[src/rtl/vga_timing_pkg.sv]
// Shared 640x480@60 Hz raster timing constants, used by the tracker, the game FSM and the renderer.
package vga_timing_pkg;

    localparam int COORD_W = 10;

    // Default horizontal geometry, in pixel clocks
    localparam int H_ACTIVE = 640;
    localparam int H_FP     = 16;
    localparam int H_SYNC   = 96;
    localparam int H_BP     = 48;

    // Default vertical geometry, in lines
    localparam int V_ACTIVE = 480;
    localparam int V_FP     = 10;
    localparam int V_SYNC   = 2;
    localparam int V_BP     = 33;

    // Derived values; *_END is exclusive (first coordinate after the sync pulse)
    localparam int H_TOTAL  = H_ACTIVE + H_FP + H_SYNC + H_BP;
    localparam int V_TOTAL  = V_ACTIVE + V_FP + V_SYNC + V_BP;
    localparam int HS_START = H_ACTIVE + H_FP;
    localparam int HS_END   = HS_START + H_SYNC;
    localparam int VS_START = V_ACTIVE + V_FP;
    localparam int VS_END   = VS_START + V_SYNC;

    typedef logic [COORD_W-1:0] coord_t;

    // One raster axis: visible span followed by front porch, sync and back porch
    typedef struct packed {
        coord_t active;
        coord_t fp;
        coord_t sync;
        coord_t bp;
    } axis_timing_t;

    typedef struct packed {
        axis_timing_t h;
        axis_timing_t v;
    } vga_timing_t;

    localparam vga_timing_t DEFAULT_TIMING = '{
        h: '{active: coord_t'(H_ACTIVE), fp: coord_t'(H_FP), sync: coord_t'(H_SYNC), bp: coord_t'(H_BP)},
        v: '{active: coord_t'(V_ACTIVE), fp: coord_t'(V_FP), sync: coord_t'(V_SYNC), bp: coord_t'(V_BP)}
    };

    // Number of positions on one axis (clocks per line or lines per frame)
    function automatic coord_t axis_total(axis_timing_t a);
        return a.active + a.fp + a.sync + a.bp;
    endfunction

endpackage

[src/rtl/vga_tracker_if.sv]
// Raster output bundle from the timing generator to the renderer / game logic.
interface vga_tracker_if;
    import vga_timing_pkg::*;

    logic   h_sync;
    logic   v_sync;
    logic   video_on;
    coord_t pixel_x;
    coord_t pixel_y;
    logic   frame_tik;
    logic   frame_start;

    modport master (
        output h_sync, v_sync, video_on, pixel_x, pixel_y, frame_tik, frame_start
    );

    modport slave (
        input h_sync, v_sync, video_on, pixel_x, pixel_y, frame_tik, frame_start
    );

endinterface

[src/rtl/vga_axis_counter.sv]
// Wrapping position counter for one raster axis: counts 0..P_LAST while enabled,
// and flags the enabled clock on which it returns to 0.
module vga_axis_counter
    import vga_timing_pkg::*;
#(
    parameter coord_t P_LAST = coord_t'(H_TOTAL - 1)
) (
    input  logic   clk,
    input  logic   rst_n,
    input  logic   i_en,
    output coord_t o_cnt,
    output logic   o_wrap
);

    coord_t r_cnt;
    logic   w_tc;

    assign w_tc   = (r_cnt == P_LAST);
    assign o_wrap = i_en && w_tc;
    assign o_cnt  = r_cnt;

    // Position register: advance when enabled, wrap at the terminal count
    always_ff @(posedge clk or negedge rst_n) begin
        if (!rst_n) begin
            r_cnt <= '0;
        end else if (i_en) begin
            // NOTE: sequential state uses <= so every flop samples pre-edge values; = here would race other flops.
            r_cnt <= w_tc ? '0 : r_cnt + 1'b1;
        end
    end

endmodule

[src/rtl/vga_tracker.sv]
// Free-running raster timing generator. Two axis counters hold the current position;
// sync, blanking and frame markers are decoded from them and registered so that every
// output lags the counters by exactly one clock and all outputs stay mutually aligned.
module vga_tracker
    import vga_timing_pkg::*;
#(
    parameter vga_timing_t P_TIMING = DEFAULT_TIMING
) (
    input  logic          clock_25,
    input  logic          reset,
    vga_tracker_if.master vga
);

    localparam coord_t L_H_LAST   = axis_total(P_TIMING.h) - 1'b1;
    localparam coord_t L_V_LAST   = axis_total(P_TIMING.v) - 1'b1;
    localparam coord_t L_HS_START = P_TIMING.h.active + P_TIMING.h.fp;
    localparam coord_t L_HS_END   = L_HS_START + P_TIMING.h.sync;
    localparam coord_t L_VS_START = P_TIMING.v.active + P_TIMING.v.fp;
    localparam coord_t L_VS_END   = L_VS_START + P_TIMING.v.sync;
    localparam coord_t L_TIK_END  = P_TIMING.v.active + P_TIMING.v.fp;

    coord_t w_h_cnt;
    coord_t w_v_cnt;
    logic   w_h_wrap;
    logic   w_v_wrap;

    logic   w_hs_win;
    logic   w_vs_win;
    logic   w_visible;
    logic   w_tik_win;
    logic   w_origin;

    logic   r_h_sync;
    logic   r_v_sync;
    logic   r_video_on;
    coord_t r_pixel_x;
    coord_t r_pixel_y;
    logic   r_frame_tik;
    logic   r_frame_start;

    vga_axis_counter #(.P_LAST(L_H_LAST)) u_h_cnt (
        .clk    (clock_25),
        .rst_n  (reset),
        .i_en   (1'b1),
        .o_cnt  (w_h_cnt),
        .o_wrap (w_h_wrap)
    );

    // The line counter steps once per line; at (last, last) both wrap on the same edge
    vga_axis_counter #(.P_LAST(L_V_LAST)) u_v_cnt (
        .clk    (clock_25),
        .rst_n  (reset),
        .i_en   (w_h_wrap),
        .o_cnt  (w_v_cnt),
        .o_wrap (w_v_wrap)
    );

    // The frame only ever wraps from its very last pixel
    a_frame_wrap: assert property (@(posedge clock_25) disable iff (!reset)
        w_v_wrap |-> (w_h_cnt == L_H_LAST && w_v_cnt == L_V_LAST));

    assign w_hs_win  = (w_h_cnt >= L_HS_START) && (w_h_cnt < L_HS_END);
    assign w_vs_win  = (w_v_cnt >= L_VS_START) && (w_v_cnt < L_VS_END);
    assign w_visible = (w_h_cnt < P_TIMING.h.active) && (w_v_cnt < P_TIMING.v.active);
    assign w_tik_win = (w_v_cnt >= P_TIMING.v.active) && (w_v_cnt < L_TIK_END);
    assign w_origin  = (w_h_cnt == '0) && (w_v_cnt == '0);

    // Output flops: one-clock registered copy of the window decode and the counters
    always_ff @(posedge clock_25 or negedge reset) begin
        if (!reset) begin
            // NOTE: syncs idle high in reset so the monitor sees no spurious pulse while held.
            r_h_sync      <= 1'b1;
            r_v_sync      <= 1'b1;
            r_video_on    <= 1'b0;
            r_pixel_x     <= '0;
            r_pixel_y     <= '0;
            r_frame_tik   <= 1'b0;
            r_frame_start <= 1'b0;
        end else begin
            r_h_sync      <= !w_hs_win;
            r_v_sync      <= !w_vs_win;
            r_video_on    <= w_visible;
            r_pixel_x     <= w_h_cnt;
            r_pixel_y     <= w_v_cnt;
            r_frame_tik   <= w_tik_win;
            r_frame_start <= w_origin;
        end
    end

    assign vga.h_sync      = r_h_sync;
    assign vga.v_sync      = r_v_sync;
    assign vga.video_on    = r_video_on;
    assign vga.pixel_x     = r_pixel_x;
    assign vga.pixel_y     = r_pixel_y;
    assign vga.frame_tik   = r_frame_tik;
    assign vga.frame_start = r_frame_start;

endmodule

[src/flat_wrapper.sv]
// flat-port wrapper written by rule: the top's interface ports become plain ports
module vga_tracker_flat import vga_timing_pkg::*;
#(
    parameter vga_timing_t P_TIMING = DEFAULT_TIMING
)
  (clock_25, reset, vga_h_sync, vga_v_sync, vga_video_on, vga_pixel_x, vga_pixel_y, vga_frame_tik, vga_frame_start);
  vga_tracker_if vga_i ();
  input  logic clock_25;
  input  logic reset;
  output wire logic [$bits(vga_i.h_sync)-1:0] vga_h_sync;
  output wire logic [$bits(vga_i.v_sync)-1:0] vga_v_sync;
  output wire logic [$bits(vga_i.video_on)-1:0] vga_video_on;
  output wire logic [$bits(vga_i.pixel_x)-1:0] vga_pixel_x;
  output wire logic [$bits(vga_i.pixel_y)-1:0] vga_pixel_y;
  output wire logic [$bits(vga_i.frame_tik)-1:0] vga_frame_tik;
  output wire logic [$bits(vga_i.frame_start)-1:0] vga_frame_start;
  assign vga_h_sync = vga_i.h_sync;
  assign vga_v_sync = vga_i.v_sync;
  assign vga_video_on = vga_i.video_on;
  assign vga_pixel_x = vga_i.pixel_x;
  assign vga_pixel_y = vga_i.pixel_y;
  assign vga_frame_tik = vga_i.frame_tik;
  assign vga_frame_start = vga_i.frame_start;
  vga_tracker #(.P_TIMING(P_TIMING)) u_core (.clock_25(clock_25), .reset(reset), .vga(vga_i));
endmodule
[config.mk]
export PLATFORM = sky130hd
export DESIGN_NAME = vga_tracker_flat
export DESIGN_NICKNAME = d
export VERILOG_FILES = /design/src/rtl/vga_timing_pkg.sv /design/src/rtl/vga_tracker_if.sv /design/src/rtl/vga_axis_counter.sv /design/src/rtl/vga_tracker.sv /design/src/flat_wrapper.sv
export SDC_FILE = /design/constraint.sdc
export NUM_CORES = 1
export LEC_CHECK = 0
export ABC_AREA = 1
export CORE_ASPECT_RATIO = 0.5
export CORE_MARGIN = 2
export CORE_UTILIZATION = 30
export DETAILED_ROUTE_END_ITERATION = 10
export GPL_TIMING_DRIVEN = 0
export PLACE_DENSITY = 0.48
export SYNTH_ARGS = -nofsm -noshare
export SYNTH_HDL_FRONTEND = slang
export SYNTH_SLANG_ARGS = --single-unit
[constraint.sdc]
create_clock -name clock_25 -period 3.3 [get_ports clock_25]
set_clock_uncertainty 0.15 [all_clocks]
set_input_delay 0.66 -clock clock_25 [delete_from_list [all_inputs] [get_ports clock_25]]
set_output_delay 0.66 -clock clock_25 [all_outputs]
set_load 0.02 [all_outputs]
==> flow_summary.ini <==
[worst_setup_path]
arrival_ns = 1.39
cp_top_family = buffers and inverters
cp_slowest_cell = clkdlybuf4s50_1
cp_slowest_stage_delay_ns = 0.59
crit_path_start_kind = flop
path_class = reg -> out
endpoint_kind = output pin
rrSetupSlack_ns = 1.61
required_ns = 2.49
crit_chain = clkdlybuf4s50_1
critPathBufInv = 1
crit_fanout = 1

[synth]
ys_warn_count = 0
ys_top_cells_by_count = dfrtp_1, nand2_1, inv_1
syn_area_per_cell_um2 = 9.85
synth_edf_count = 0
syn-instance-count = 190
ys_ff_latch = 45
async_flop_share_pct = 100
netlist.top_cell.by_area = dfrtp_1
synth.net_count = 196
netlist_area_mm2 = 0.00187
netlist.area_leader.share_pct = 57.5
yosys_most_used_dff = dfrtp_1
ys_types = 27
synth_area_leaders = dfrtp_1, nand2_1, inv_1, nor2_1, nand3_1
yosysSeqAreaShare_pct = 60.3
synth.most_common_cell = dfrtp_1

[detailed_routing]
routedWlPerCell_um = 11.4
routed.top_layer = met4
drt_first_pass_iters = 4
postRouteAntennaNets = 0
wl_met2_mm = 1.59
wl_mm = 3.58
drc = 0
vias_per_cell = 4.37
wl_met1_mm = 1.78
vias = 1367
wl_met3_um = 159
drt-initial-drc-count = 75

[timing]
fin_crit_sh_pct = 66.7
rsz0062_at_grt = no
max_freq_ghz = 0.455
tightest_slew_ns = 0.467
final_hold_viol_count = 0
slew_headroom_pct = 68.9
setup_viol = 0
setup_tns_ns = 0
slew_viol_final = 0
min_period_ns = 2.20

[cells_and_area]
fillCellCount = 628
fin_util_pct = 39.7
antenna_cells = 0
final_layout_size_suffix_gt1_share_pct = 8.89
fin_area_mm2 = 0.00240
multiInputGateArea_um2 = 617
area_growth_pct = 28.4
seq_area_mm2 = 0.00113
nNetsFinal = 230

[power_and_ir_drop]
power_density_mw_per_mm2 = 440
leakage_nw = 1.18
peakVddDrop_mv = 0.180

[die]
num_rows = 20
die_area_mm2 = 0.00693
dieHeight_um = 59.9
initial_core_util_pct = 30.9
die_w_um = 116
core-area_mm2 = 0.00606
boundaryPins = 27

[flow_run]
maxCapViolCount = 0

[cts]
cts_hold_buf = 0
clock_latency_ns = 0.28
cts-root-buf = clkbuf_16
clk_pin_slew_ns = 0.06
clock-sinks = 45
cts_buffers = 5
htree_levels = 2
post_cts_buffers = 0
cts-resized-gates = 0
cts_max_path_buffers = 2
cts_tree = built

[min_path]
holdCritPathClass = in -> async

[grt]
antenna_found_initial = 0
grt_pass1_wl_mm = 6.40
grt_pass1_vias = 1331
grt_start_max_net_pins = 27
grt_usage_pct = 12.4
grt_overflow = 0

[place]
hpwl_mm = 2.58
routabilityCongestion = 0.833
place_area_mm2 = 0.00226
port_buffers = 26

[run_status]
outcome = finished, final reports clean
==> worst reg2reg max path: stages (launching register included) <==
cell	delay (ns)
dfrtp_1	0.41
ha_1	0.25
nand2_2	0.09
nor2_4	0.11
nand3_2	0.13
nor2_8	0.20
buf_8	0.16
nand3b_1	0.09
nand2_1	0.06
==> metal layers <==
| metal | track usage (%) | up-vias |
|---|---|---|
| li1 | - | 681 |
| met1 | 16.4 | 655 |
| met2 | 18.7 | 25 |
| met3 | 4.06 | 6 |
| met4 | 5.61 | 0 |
| met5 | 0 | - |
==> layout make-up <==
| cell class | instances | share of cell area, % |
|---|---|---|
| Buffer | 3 | 1.04 |
| Clock buffer | 8 | 6.09 |
| Inverter | 27 | 4.22 |
| Multi-Input combinational cell | 115 | 25.7 |
| Sequential cell | 45 | 47.0 |
| Tap cell | 88 | 4.58 |
| Timing Repair Buffer | 27 | 11.5 |
==> through the flow <==
stage	setup WS, ns	hold slack [ns]	power [mW]	std cells
6_report	1.10	0.175	1.06	313
4_1_cts	1.08	0.189	1.08	313
5_1_grt	1.07	0.205	1.10	313
2_1_floorplan	1.81	0.199	0.562	190
3_3_place_gp	0.162	0.211	0.574	304
3_5_place_dp	1.39	0.212	0.577	305
==> path summary, 6_finish.rpt <==
kind                                            to               startpoint  depth (start not counted)
max                                     vga_v_sync        u_core.vga.v_sync                          1
min                        u_core.u_v_cnt.o_cnt[3]                    reset                          1
max reg2reg                u_core.u_v_cnt.o_cnt[3]  u_core.u_h_cnt.o_cnt[0]                          8
min reg2reg                  u_core.vga.pixel_y[2]  u_core.u_v_cnt.o_cnt[2]                          0
max in group asynchronous        u_core.vga.h_sync                    reset                          2
min in group clock_25        u_core.vga.pixel_y[2]  u_core.u_v_cnt.o_cnt[2]                          0
==> cells in the final DEF (no fill, tap or decap), types with 2 or more instances in the layout <==
cell             instances
inv_2                    2
clkdlybuf4s50_1         25
nand3_1                 13
nand4_1                  9
nor3_1                   7
clkbuf_16                5
clkbuf_1                 2
buf_2                    3
a21oi_1                  2
dfstp_2                  2
xor2_1                   6
ha_1                     4
nor2_1                  19
nand3b_1                 2
inv_1                   25
dfrtp_1                 43
nand2_1                 35
o21ai_0                  7
==> report_power, final <==
part | internal [mW] | total (mW) | switching (mW)
Sequential | 0.552 | 0.552 | 0
Clock | 0.302 | 0.493 | 0.191
Combinational | 0.00278 | 0.0133 | 0.0105
==> logic make-up after synthesis <==
group | Yosys count | synth area share (%)
flops | 45 | 60.3
xor+xnor | 7 | 3.28
buf+inv | 30 | 6.75
fa+ha+maj | 4 | 2.67
compound gates | 12 | 3.41
simple gates | 92 | 23.6
==> sequential cells by signal, summed over array words and instances (netlist names) <==
name / cells
u_core.vga.h_sync: 1
u_core.u_h_cnt.o_cnt: 10
u_core.u_v_cnt.o_cnt: 10
u_core.vga.pixel_x: 10
u_core.vga.frame_tik: 1
u_core.vga.frame_start: 1
u_core.vga.video_on: 1
u_core.vga.v_sync: 1
u_core.vga.pixel_y: 10
Note: power is estimated with default switching activity, not from simulation.
